===== src/rtl/game_pkg.sv =====
// -----------------------------------------------------------------------------
// game_pkg
//   Shared definitions for the reaction-game round controller:
//   - state_e        : FSM state encoding (also driven out on the state port)
//   - LFSR_TAPS      : Fibonacci LFSR feedback mask (taps 8,6,5,4)
//   - MIN_SHOW_TICKS : lower bound of the shrinking show window
//   - ZERO_SUB_A/B   : substitutes used so an issued pattern is never zero
//   - lfsr_step()    : one LFSR advance
//   - sat_inc()      : 8-bit increment that sticks at 255
// -----------------------------------------------------------------------------
package game_pkg;

  typedef enum logic [2:0] {
    ST_IDLE = 3'd0,
    ST_ARM  = 3'd1,
    ST_SHOW = 3'd2,
    ST_GAP  = 3'd3,
    ST_DONE = 3'd4
  } state_e;

  localparam logic [7:0] LFSR_TAPS      = 8'hB8;
  localparam logic [3:0] MIN_SHOW_TICKS = 4'd3;
  localparam logic [7:0] ZERO_SUB_A     = 8'h01;
  localparam logic [7:0] ZERO_SUB_B     = 8'h02;

  function automatic logic [7:0] lfsr_step(input logic [7:0] v);
    return {v[6:0], ^(v & LFSR_TAPS)};
  endfunction

  function automatic logic [7:0] sat_inc(input logic [7:0] v);
    return (v == 8'hFF) ? v : v + 8'd1;
  endfunction

endpackage


===== src/rtl/game_round_controller_tick_divider.sv =====
// -----------------------------------------------------------------------------
// tick_divider
//   Divides the system clock down to a one-cycle tick. The count runs
//   0..DIV-1 while i_en is high and o_tick is high exactly while the count
//   sits at DIV-1. i_clr restarts the count at 0 and wins over i_en.
//   The tick is a register, decoded one count early, so the output is
//   glitch-free.
//
//   Parameters: DIV    clock cycles per tick, >= 2
//   Ports:      i_clk, i_rst_n (async, active-low)
//               i_en   count enable
//               i_clr  synchronous restart to 0
//               o_tick one-cycle tick pulse
// -----------------------------------------------------------------------------
module tick_divider #(
  parameter int unsigned DIV = 10
) (
  input  logic i_clk,
  input  logic i_rst_n,
  input  logic i_en,
  input  logic i_clr,
  output logic o_tick
);

  localparam int unsigned W = $clog2(DIV);
  localparam logic [W-1:0] LAST = W'(DIV - 1);
  localparam logic [W-1:0] PRE  = W'(DIV - 2);

  logic [W-1:0] r_count;
  logic         r_tick;

  // NOTE: sequential state uses non-blocking (<=) so every register samples
  // the pre-edge values; blocking here would create order-dependent races.
  always_ff @(posedge i_clk or negedge i_rst_n) begin
    if (!i_rst_n) begin
      r_count <= '0;
      r_tick  <= 1'b0;
    end else if (i_clr) begin
      r_count <= '0;
      r_tick  <= 1'b0;
    end else if (i_en) begin
      r_count <= (r_count == LAST) ? '0 : r_count + W'(1);
      r_tick  <= (r_count == PRE);
    end else begin
      r_tick  <= 1'b0;
    end
  end

  assign o_tick = r_tick;

endmodule


===== src/rtl/game_round_controller.sv =====
// -----------------------------------------------------------------------------
// game_round_controller
//   Sequences one reaction game on top of the score calculator: generates the
//   tick, offers non-zero target patterns round by round, detects hit/miss
//   from the calculator's pattern echo and ends the game after ROUNDS rounds.
//
//   Optional feature macro: GAME_SPEEDUP_EN
//     defined   : show window = max(3, SHOW_TICKS - (round-1)/4), set in ARM
//     undefined : show window = SHOW_TICKS every round
//
//   Ports:
//     CLOCK50M      system clock
//     reset_n       asynchronous active-low reset
//     start         pulse, starts a game from IDLE/DONE
//     abort         pulse, returns to IDLE from any busy state
//     calc_pattern  pattern echoed by the score calculator
//     pattern       registered target pattern, 0 = none
//     counter10h    registered one-cycle tick pulse
//     state         FSM state encoding
//     round_cnt     rounds issued this game
//     hit_cnt       rounds hit
//     miss_cnt      rounds missed
//     busy          high in ARM/SHOW/GAP
//     game_over     high in DONE
// -----------------------------------------------------------------------------
module game_round_controller
  import game_pkg::*;
#(
  parameter int unsigned CLK_HZ     = 50_000_000,
  parameter int unsigned TICK_HZ    = 10,
  parameter int unsigned ROUNDS     = 20,
  parameter int unsigned SHOW_TICKS = 10,
  parameter int unsigned GAP_TICKS  = 5,
  parameter logic [7:0]  LFSR_SEED  = 8'hA5
) (
  input  logic       CLOCK50M,
  input  logic       reset_n,
  input  logic       start,
  input  logic       abort,
  input  logic [7:0] calc_pattern,
  output logic [7:0] pattern,
  output logic       counter10h,
  output logic [2:0] state,
  output logic [7:0] round_cnt,
  output logic [7:0] hit_cnt,
  output logic [7:0] miss_cnt,
  output logic       busy,
  output logic       game_over
);

  localparam int unsigned DIV      = CLK_HZ / TICK_HZ;
  localparam logic [7:0]  ROUNDS_L = 8'(ROUNDS);
  localparam logic [3:0]  SHOW_L   = 4'(SHOW_TICKS);
  localparam logic [3:0]  GAP_L    = 4'(GAP_TICKS);

  state_e     r_state, w_state_next;
  logic [7:0] r_lfsr;
  logic [7:0] r_prev_pattern;
  logic [7:0] r_pattern;
  logic [7:0] r_round_cnt, r_hit_cnt, r_miss_cnt;
  logic [3:0] r_tick_cnt;
  logic       r_loaded;

  logic       w_busy, w_tick, w_div_en, w_div_clr;
  logic       w_start_game, w_do_arm, w_hit, w_miss, w_gap_end;
  logic [4:0] w_tick_inc;
  logic [7:0] w_cand;
  logic [3:0] w_show_win;

  assign w_busy = (r_state == ST_ARM) || (r_state == ST_SHOW) || (r_state == ST_GAP);

  // Divider is frozen as soon as an abort is seen so no tick leaks into IDLE;
  // every game entry into ARM restarts it from 0.
  assign w_div_en  = w_busy && !abort;
  assign w_div_clr = (w_state_next == ST_ARM) && (r_state != ST_ARM);

  tick_divider #(.DIV(DIV)) u_tick_divider (
    .i_clk   (CLOCK50M),
    .i_rst_n (reset_n),
    .i_en    (w_div_en),
    .i_clr   (w_div_clr),
    .o_tick  (w_tick)
  );

`ifdef GAME_SPEEDUP_EN
  logic [3:0] r_show_win;
  logic [3:0] w_win_next;
  logic [7:0] w_round_next, w_shrink;

  // Window shrinks by one tick every four rounds, based on the round number
  // being issued in this ARM cycle.
  always_comb begin
    w_round_next = sat_inc(r_round_cnt);
    w_shrink     = (w_round_next - 8'd1) >> 2;
    if ({4'd0, SHOW_L} > ({4'd0, MIN_SHOW_TICKS} + w_shrink)) begin
      w_win_next = SHOW_L - w_shrink[3:0];
    end else begin
      w_win_next = MIN_SHOW_TICKS;
    end
  end

  always_ff @(posedge CLOCK50M or negedge reset_n) begin
    if (!reset_n) begin
      r_show_win <= SHOW_L;
    end else if (w_do_arm) begin
      r_show_win <= w_win_next;
    end
  end

  assign w_show_win = r_show_win;
`else
  assign w_show_win = SHOW_L;
`endif

  // Candidate pattern: never zero and never a repeat of the previous round.
  always_comb begin
    w_cand = (r_lfsr == 8'h00) ? ZERO_SUB_A : r_lfsr;
    if (w_cand == r_prev_pattern) begin
      w_cand = w_cand ^ 8'h01;
      if (w_cand == 8'h00) begin
        w_cand = ZERO_SUB_B;
      end
    end
  end

  always_ff @(posedge CLOCK50M or negedge reset_n) begin
    if (!reset_n) begin
      r_state <= ST_IDLE;
    end else begin
      r_state <= w_state_next;
    end
  end

  // NOTE: every signal driven here gets a default first, so no path leaves
  // one unassigned and no latch is inferred.
  always_comb begin
    w_state_next = r_state;
    w_start_game = 1'b0;
    w_do_arm     = 1'b0;
    w_hit        = 1'b0;
    w_miss       = 1'b0;
    w_gap_end    = 1'b0;
    w_tick_inc   = {1'b0, r_tick_cnt} + 5'd1;

    case (r_state)
      ST_IDLE, ST_DONE: begin
        if (start) begin
          w_start_game = 1'b1;
          w_state_next = ST_ARM;
        end
      end
      ST_ARM: begin
        w_do_arm     = 1'b1;
        w_state_next = ST_SHOW;
      end
      ST_SHOW: begin
        // A hit on the timeout tick is still a hit.
        w_hit  = r_loaded && (calc_pattern == 8'h00);
        w_miss = !w_hit && w_tick && (w_tick_inc >= {1'b0, w_show_win});
        if (w_hit || w_miss) begin
          w_state_next = ST_GAP;
        end
      end
      ST_GAP: begin
        w_gap_end = w_tick && (w_tick_inc >= {1'b0, GAP_L});
        if (w_gap_end) begin
          w_state_next = (r_round_cnt == ROUNDS_L) ? ST_DONE : ST_ARM;
        end
      end
      default: w_state_next = ST_IDLE;
    endcase

    // Abort outranks everything: the current round is neither hit nor miss.
    if (abort && w_busy) begin
      w_state_next = ST_IDLE;
      w_do_arm     = 1'b0;
      w_hit        = 1'b0;
      w_miss       = 1'b0;
      w_gap_end    = 1'b0;
    end
  end

  always_ff @(posedge CLOCK50M or negedge reset_n) begin
    if (!reset_n) begin
      r_lfsr         <= LFSR_SEED;
      r_prev_pattern <= 8'h00;
      r_pattern      <= 8'h00;
      r_round_cnt    <= 8'h00;
      r_hit_cnt      <= 8'h00;
      r_miss_cnt     <= 8'h00;
      r_tick_cnt     <= 4'd0;
      r_loaded       <= 1'b0;
    end else begin
      r_lfsr <= lfsr_step(r_lfsr);

      if (w_start_game) begin
        r_round_cnt <= 8'h00;
        r_hit_cnt   <= 8'h00;
        r_miss_cnt  <= 8'h00;
      end
      if (w_do_arm) begin
        r_round_cnt    <= sat_inc(r_round_cnt);
        r_prev_pattern <= w_cand;
      end
      if (w_hit) begin
        r_hit_cnt <= sat_inc(r_hit_cnt);
      end
      if (w_miss) begin
        r_miss_cnt <= sat_inc(r_miss_cnt);
      end

      // Pattern is only non-zero while SHOW is the next state.
      if (w_state_next == ST_SHOW) begin
        r_pattern <= w_do_arm ? w_cand : r_pattern;
      end else begin
        r_pattern <= 8'h00;
      end

      // Tick counter is per-state: restarts on every state change.
      if (w_state_next != r_state) begin
        r_tick_cnt <= 4'd0;
      end else if (w_tick) begin
        r_tick_cnt <= w_tick_inc[3:0];
      end

      if (w_do_arm) begin
        r_loaded <= 1'b0;
      end else if ((r_state == ST_SHOW) && (calc_pattern == r_pattern)) begin
        r_loaded <= 1'b1;
      end
    end
  end

  assign pattern    = r_pattern;
  assign counter10h = w_tick;
  assign state      = r_state;
  assign round_cnt  = r_round_cnt;
  assign hit_cnt    = r_hit_cnt;
  assign miss_cnt   = r_miss_cnt;
  assign busy       = w_busy;
  assign game_over  = (r_state == ST_DONE);

endmodule


===== config.mk =====
export PLATFORM = sky130hd
export DESIGN_NAME = game_round_controller
export DESIGN_NICKNAME = d
export VERILOG_FILES = /design/src/rtl/game_pkg.sv /design/src/rtl/game_round_controller_tick_divider.sv /design/src/rtl/game_round_controller.sv
export SDC_FILE = /design/constraint.sdc
export NUM_CORES = 1
export LEC_CHECK = 0
export ABC_AREA = 0
export BUFFER_PORTS_ARGS = -buffer_cell sky130_fd_sc_hd__buf_2
export CORE_ASPECT_RATIO = 2
export CORE_MARGIN = 4
export CORE_UTILIZATION = 45
export DETAILED_ROUTE_END_ITERATION = 12
export HOLD_SLACK_MARGIN = 0.02
export PLACE_DENSITY = 0.61
export SLEW_MARGIN = 10
export SYNTH_ARGS = -nofsm -noshare
export SYNTH_HDL_FRONTEND = slang
export SYNTH_SLANG_ARGS = --single-unit
export TNS_END_PERCENT = 20

===== constraint.sdc =====
create_clock -name CLOCK50M -period 2.7 [get_ports CLOCK50M]
set_input_delay 0.135 -clock CLOCK50M [delete_from_list [all_inputs] [get_ports CLOCK50M]]
set_output_delay 0.135 -clock CLOCK50M [all_outputs]
set_load 0.02 [all_outputs]

==> results of run 1 <==
## repair_timing
action | 4_1_cts | 5_1_grt
gates resized for setup | 1 | 2
pin swaps | 1 | 1
cloned | 1 | 0
hold endpoints to repair | 15 | 0
setup endpoints to repair | 24 | 24
setup buffers | 2 | 1
hold buffers | 1 | 0
## cell type report
cell class	count	area (um^2)	area share, %
tap	102	128	2.43
multi-input combinational	347	2170	41.3
sequential	80	2010	38.3
inverter	9	33.8	0.645
clock buffer	9	225	4.30
clock inverter	7	95.1	1.81
timing repair buffer	92	586	11.2
## worst paths after layout
| path | to | slack, ns | cells past startpoint |
|---|---|---|---|
| setup reg to reg | u_tick_divider.r_count[22] | 0.12 | 10 |
| setup / recovery | u_tick_divider.r_count[22] | 0.12 | 10 |
| hold / removal | r_tick_cnt[3] | 0.28 | 4 |
| max in group asynchronous | u_tick_divider.r_count[7] | 1.54 | 2 |
| hold reg to reg | r_lfsr[1] | 0.43 | 0 |
| min in group asynchronous | miss_cnt[3] | 0.48 | 2 |
## power breakdown
part | internal [mW] | total [mW] | switching [mW] | leakage [nW]
logic | 0.193 | 0.484 | 0.291 | 1.27
registers | 1.25 | 1.30 | 0.0458 | 1.09
clock network | 0.811 | 1.32 | 0.509 | 0.156
## sequential cells by signal, indices dropped and copies added (netlist names)
name and cells:
pattern 8, u_tick_divider.o_tick 1, r_tick_cnt 4, miss_cnt 8
hit_cnt 8, r_lfsr 8, r_loaded 1, round_cnt 8
state 3, r_prev_pattern 8, u_tick_divider.r_count 23
## worst max-delay path, stage by stage (launching register included)
cell and delay [ns]:
sky130_fd_sc_hd__dfrtp_1 0.41, sky130_fd_sc_hd__inv_1 0.08, sky130_fd_sc_hd__ha_1 0.35, sky130_fd_sc_hd__or3b_2 0.47
sky130_fd_sc_hd__a21oi_2 0.18, sky130_fd_sc_hd__o211ai_1 0.15, sky130_fd_sc_hd__o21ba_4 0.30, sky130_fd_sc_hd__a2111oi_4 0.05
sky130_fd_sc_hd__buf_4 0.18, sky130_fd_sc_hd__buf_12 0.13, sky130_fd_sc_hd__nor3_1 0.18
## stage by stage
step / TNS (ns) / instance area, um^2 / setup WS, ns / util [%] / cells
2_1_floorplan: 0 / 4230 / 0.379 / - / 450
3_3_place_gp: -2.52 / 4840 / -0.245 / 53.3 / 625
3_5_place_dp: -3.83 / 4840 / -0.297 / 53.3 / 625
4_1_cts: 0 / 5220 / 0.0304 / 57.6 / 645
5_1_grt: 0 / 5240 / 0.0181 / 57.8 / 646
6_report: 0 / 5240 / 0.124 / 57.8 / 646
## cells in the mapped netlist, types with 2 or more instances
cell / count / area (um^2)
sky130_fd_sc_hd__nand2_1: 68 / 255
sky130_fd_sc_hd__or4_4: 2 / 22.5
sky130_fd_sc_hd__a31oi_1: 4 / 25.0
sky130_fd_sc_hd__o21ai_0: 20 / 100
sky130_fd_sc_hd__mux2i_1: 7 / 70.1
sky130_fd_sc_hd__o31ai_1: 4 / 30.0
sky130_fd_sc_hd__and3_1: 21 / 131
sky130_fd_sc_hd__or2_2: 2 / 12.5
sky130_fd_sc_hd__or4b_2: 2 / 20.0
sky130_fd_sc_hd__ha_1: 10 / 125
sky130_fd_sc_hd__or3_1: 7 / 43.8
sky130_fd_sc_hd__nor4_1: 3 / 18.8
sky130_fd_sc_hd__clkbuf_1: 8 / 30.0
sky130_fd_sc_hd__or3b_2: 2 / 17.5
sky130_fd_sc_hd__a22o_1: 2 / 17.5
sky130_fd_sc_hd__nand2b_1: 3 / 18.8
sky130_fd_sc_hd__nor3_1: 14 / 70.1
sky130_fd_sc_hd__nor3_2: 2 / 20.0
sky130_fd_sc_hd__a22oi_1: 2 / 15.0
sky130_fd_sc_hd__a21oi_1: 20 / 100
sky130_fd_sc_hd__xor2_1: 31 / 272
sky130_fd_sc_hd__dfstp_2: 4 / 105
sky130_fd_sc_hd__and4_1: 2 / 17.5
sky130_fd_sc_hd__nand3_1: 15 / 75.1
sky130_fd_sc_hd__o211ai_1: 3 / 22.5
sky130_fd_sc_hd__dfrtp_1: 76 / 1900
sky130_fd_sc_hd__xnor2_1: 10 / 87.6
sky130_fd_sc_hd__inv_1: 9 / 33.8
sky130_fd_sc_hd__nor2b_1: 3 / 18.8
sky130_fd_sc_hd__nor2_1: 49 / 184
sky130_fd_sc_hd__mux2_2: 3 / 33.8
sky130_fd_sc_hd__nand4_1: 15 / 93.8
sky130_fd_sc_hd__buf_2: 5 / 25.0
## logic make-up (layout without fill, tap and decap cells)
family          count (synthesis)  in the layout  share of synthesized area [%]
compound gates                 66             67                           10.3
xor+xnor                       41             41                           8.48
fa+ha+maj                      10             10                           2.96
buf+inv                        24            117                           2.30
flops                          80             80                           47.4
mux                            10             10                           2.45
simple gates                  219            219                           26.1
## cell usage in the layout, fill, tap and decap left out, drive strengths merged, types with 9 or more instances in the layout
cell,netlist,routed
clkbuf,9,9
xnor2,10,10
nor3,16,16
nand2,68,68
o21ai,20,20
dfrtp,76,76
nand4,15,15
inv,9,10
and3,21,21
a21oi,20,20
nand3,15,15
xor2,31,31
ha,10,10
buf,6,91
nor2,49,49
## metal layers
metal  GRT usage [%]  vias up  routed length, um
met5               0        -                  0
met4            8.17        0                280
met3            4.78       22                316
met2            38.8       65               6060
met1            21.2     1792               4080
li1                -     1768                  -
==> metrics.md, run 1 <==
| Metric | Value |
|---|---|
| Starting DRC count in detailed routing | `198` |
| Pleak | `2.51 nW` |
| Height of the die | `145 um` |
| Power density over the cells | `592 mW/mm^2` |
| Number of buffers added by the clock tree synthesis step | `9` |
| Max transition margin | `32.7%` |
| Highest clock frequency the design can meet | `0.388 GHz` |
| Area of the die | `0.0111 mm^2` |
| Final-report hold violation count | `0` |
| Data arrival time at the worst-slack endpoint | `2.83 ns` |
| Via density per instance | `5.65` |
| Routability congestion estimate | `0.837` |
| Vias | `3647` |
| Clock skew | `0.00883 ns` |
| Nets | `561` |
| Share of final-layout standard cells stronger than drive strength 1 | `24.4%` |
| VDD IR-drop max | `0.357 mV` |
| Post-route minimum period | `2.58 ns` |
| Worst setup startpoint | `r_tick_cnt[0]` |
| Setup violations, final | `0` |
| DP Wirelength | `7640 um` |
| Via count of the first global-routing pass | `3850` |
| Critical path required time | `2.96 ns` |
| Fraction of the cycle the final worst path needs | `95.4%` |
| Power, Total | `3.10 mW` |
| Initial Util | `46.7%` |
| Filler Cell Count | `812` |
| Critical Path Source Type | `flop` |
| Final routed wirelength across all metal layers | `10700 um` |
| Htree depth | `3` |
| RSZ-0062 raised after global routing | `no` |
| Post-synth ARST share | `100%` |
| Pre-antenna DRT Iters | `4` |
| Critical path class | `reg2reg` |
| Total standard cell area after synthesis | `0.00423 mm^2` |
| Initial antenna violation count | `0` |
| Width of the chip | `76.6 um` |
| Number of placed I/O pins | `50` |
| Number of remaining DRC errors | `0` |
| Sequential cell area fraction in the yosys report | `47.4%` |
| Run status | `complete, no violations` |
| Synthesis warning total | `0` |
| Number of different library cells in the post-synthesis netlist | `55` |
| Row count | `49` |
| # diodes | `0` |
| Predominant post-synthesis flop cell | `sky130_fd_sc_hd__dfrtp_1` |
| Post-synthesis cell count | `450` |
| Largest fanout on the critical path | `7` |
| Overall global routing resource usage | `20.5%` |
| Area growth syn-to-layout | `23.8%` |
| Number of input and output port buffers inserted | `49` |
| Avg Cell Area, Syn | `9.41 um^2` |
| EDFF count, synth | `0` |
| Post-CTS clock slew at the launch and capture registers of the worst setup and hold paths | `0.06 ns` |
| Clock insertion delay at the later pin of the skew report | `0.34 ns` |
| DRT antenna net count | `0` |
| Launching point of the worst reg2reg path | `r_tick_cnt[0]` |
| Register bit total from synthesis | `80` |
| Routed length per placed instance | `16.6 um` |
| Pin count of the biggest net entering global routing | `81` |
| Setup crit end kind | `flop` |
| Global-route wire length before repair | `18400 um` |
| Hold slack final | `0.275 ns` |
| Max-cap violation count | `0` |
| Transition time at the pin with the least slew margin | `1.01 ns` |
| Total count of max-transition violations in the final report | `0` |
| HP Start | `abort` |
| Core Region | `0.00907 mm^2` |
| Net count after synthesis | `472` |
| Sink Count | `80` |
| Gr ovfl total | `0` |
| Clock tree from TritonCTS | `built` |
| Clk root buf | `sky130_fd_sc_hd__clkbuf_16` |
| Max clock buf depth | `2` |
| Worst min-delay path category | `in2reg` |
Power figures use the tool's default switching activity.
==> run 2, diff against run 1 <==
==> constraint.sdc (replaced) <==
create_clock -name CLOCK50M -period 2.6 [get_ports CLOCK50M]
set_input_delay 0.13 -clock CLOCK50M [delete_from_list [all_inputs] [get_ports CLOCK50M]]
set_output_delay 0.13 -clock CLOCK50M [all_outputs]
set_load 0.02 [all_outputs]
==> metrics.md, run 2 (synthesis results as in run 1) <==
| Metric | Value |
|---|---|
| Run status | `complete, no violations` |
| Initial antenna violation count | `0` |
| Power density over the cells | `601 mW/mm^2` |
| Buffer count from post-CTS setup fixing | `0` |
| Clk root buf | `sky130_fd_sc_hd__clkbuf_16` |
| Largest register FFs | `23` |
| Critical path required time | `2.85 ns` |
| Clock insertion delay at the later pin of the skew report | `0.34 ns` |
| Final routed wirelength across all metal layers | `10000 um` |
| Highest clock frequency the design can meet | `0.407 GHz` |
| Most common library cell in the layout ignoring fill and taps | `sky130_fd_sc_hd__dfrtp_1` |
| Total Neg Setup Slack | `0 ns` |
| Total placed cells including tap cells | `602` |
| Routed length per placed instance | `16.2 um` |
| Routability congestion estimate | `0.780` |
| Final-report hold violation count | `0` |
| Number of remaining DRC errors | `0` |
| Row count | `49` |
| Post-route minimum period | `2.46 ns` |
| Clock tree from TritonCTS | `built` |
| Fraction of the cycle the final worst path needs | `94.6%` |
| Setup crit end kind | `flop` |
| Htree depth | `3` |
| Core Region | `0.00907 mm^2` |
| Global-route wire length before repair | `17200 um` |
| Worst min-delay path category | `in2reg` |
| Post-CTS clock slew at the launch and capture registers of the worst setup and hold paths | `0.06 ns` |
| Height of the die | `145 um` |
| # diodes | `0` |
| Core occupancy in the finished layout | `55.0%` |
| Number of input and output port buffers inserted | `49` |
| Width of the chip | `76.6 um` |
| Number of placed I/O pins | `50` |
| Total count of max-transition violations in the final report | `0` |
| Share of final-layout standard cells stronger than drive strength 1 | `20.9%` |
| Max-cap violation count | `0` |
| Data arrival time at the worst-slack endpoint | `2.71 ns` |
| Pleak | `2.35 nW` |
| Via count of the first global-routing pass | `3666` |
| DRT antenna net count | `0` |
| Setup slack, reg-to-reg | `0.14 ns` |
| Starting DRC count in detailed routing | `121` |
| Initial Util | `46.7%` |
| RSZ-0062 raised after global routing | `no` |
| VDD IR-drop max | `0.357 mV` |
| Vias | `3497` |
| Gr ovfl total | `0` |
| Number of buffers added by the clock tree synthesis step | `9` |
| Overall global routing resource usage | `19.1%` |
| Nets | `534` |
| DP Wirelength | `7470 um` |
| Critical path class | `reg2reg` |
| Critical Path Source Type | `flop` |
| Filler Cell Count | `863` |
| Area growth syn-to-layout | `17.8%` |
| Transition time at the pin with the least slew margin | `0.995 ns` |
| Via density per instance | `5.65` |
| Pre-antenna DRT Iters | `4` |
| Pin count of the biggest net entering global routing | `81` |
| Max clock buf depth | `2` |
| Largest fanout on the critical path | `24` |
| Clock skew | `0.00625 ns` |
| Setup violations, final | `0` |
| Top register by number of flip-flops | `u_tick_divider.r_count` |
| Highest-count cells in the layout ignoring fill and taps | `sky130_fd_sc_hd__dfrtp_1 (75), sky130_fd_sc_hd__nand2_1 (68), sky130_fd_sc_hd__nor2_1 (49)` |
| Max transition margin | `33.6%` |
| Final cell count without fillers | `619` |
| Sink Count | `80` |
| Area of the die | `0.0111 mm^2` |
## run 2: cell type report
type | count | area [um^2] | area share [%]
flip-flops and latches | 80 | 2010 | 40.3
inverters | 9 | 33.8 | 0.677
well taps | 102 | 128 | 2.56
clock inverters | 6 | 50.0 | 1.00
repair buffers | 66 | 390 | 7.83
clock buffers | 10 | 239 | 4.79
multi-input cells | 346 | 2140 | 42.9
## run 2: report_power, final
group	total (mW)	internal [mW]	switching, mW
sequential	1.36	1.30	0.0646
combinational	0.421	0.158	0.263
clock	1.21	0.684	0.528
total	3.00	2.14	0.856
## run 2: final timing paths
check                         startpoint                         end  cells past startpoint
max                        r_tick_cnt[0]  u_tick_divider.r_count[22]                      9
min                                start                    state[2]                      3
max reg2reg                r_tick_cnt[0]  u_tick_divider.r_count[22]                      9
min reg2reg                    r_lfsr[5]                   r_lfsr[6]                      0
max in group asynchronous        reset_n               r_tick_cnt[0]                      2
min in group asynchronous        reset_n                 miss_cnt[3]                      2
## run 2: timing repair
item,4_1_cts,5_1_grt
gates resized for setup,0,3
endpoints found under the setup margin,0,14
hold endpoints to repair,76,0
hold buffers,1,0
## run 2: critical path: stages, from the launching register on
cell,delay (ns)
sky130_fd_sc_hd__dfrtp_2,0.41
sky130_fd_sc_hd__inv_1,0.08
sky130_fd_sc_hd__ha_1,0.35
sky130_fd_sc_hd__or3b_2,0.47
sky130_fd_sc_hd__a21oi_2,0.19
sky130_fd_sc_hd__o211ai_1,0.13
sky130_fd_sc_hd__o21ba_2,0.30
sky130_fd_sc_hd__a2111oi_4,0.05
sky130_fd_sc_hd__buf_12,0.17
sky130_fd_sc_hd__nor3_1,0.20
## run 2: per-layer routing
layer  track usage (%)  wire length [um]  share of wire [%]
met2              36.2              5590                 56
met1              19.5              3800                 38
met3              3.85               304                3.0
met4              9.17               337                3.4
met5                 0                 0                  0
## run 2: through the flow
stage,total power [mW],setup WS [ns],hold slack [ns],instance area (um^2)
5_1_grt,3.15,0.0401,0.238,4990
6_report,3.00,0.141,0.226,4990
2_1_floorplan,1.64,0.279,-0.166,4230
3_5_place_dp,1.81,0.104,0.364,4680
4_1_cts,3.04,0.0565,0.213,4980
3_3_place_gp,1.80,0.167,0.357,4680
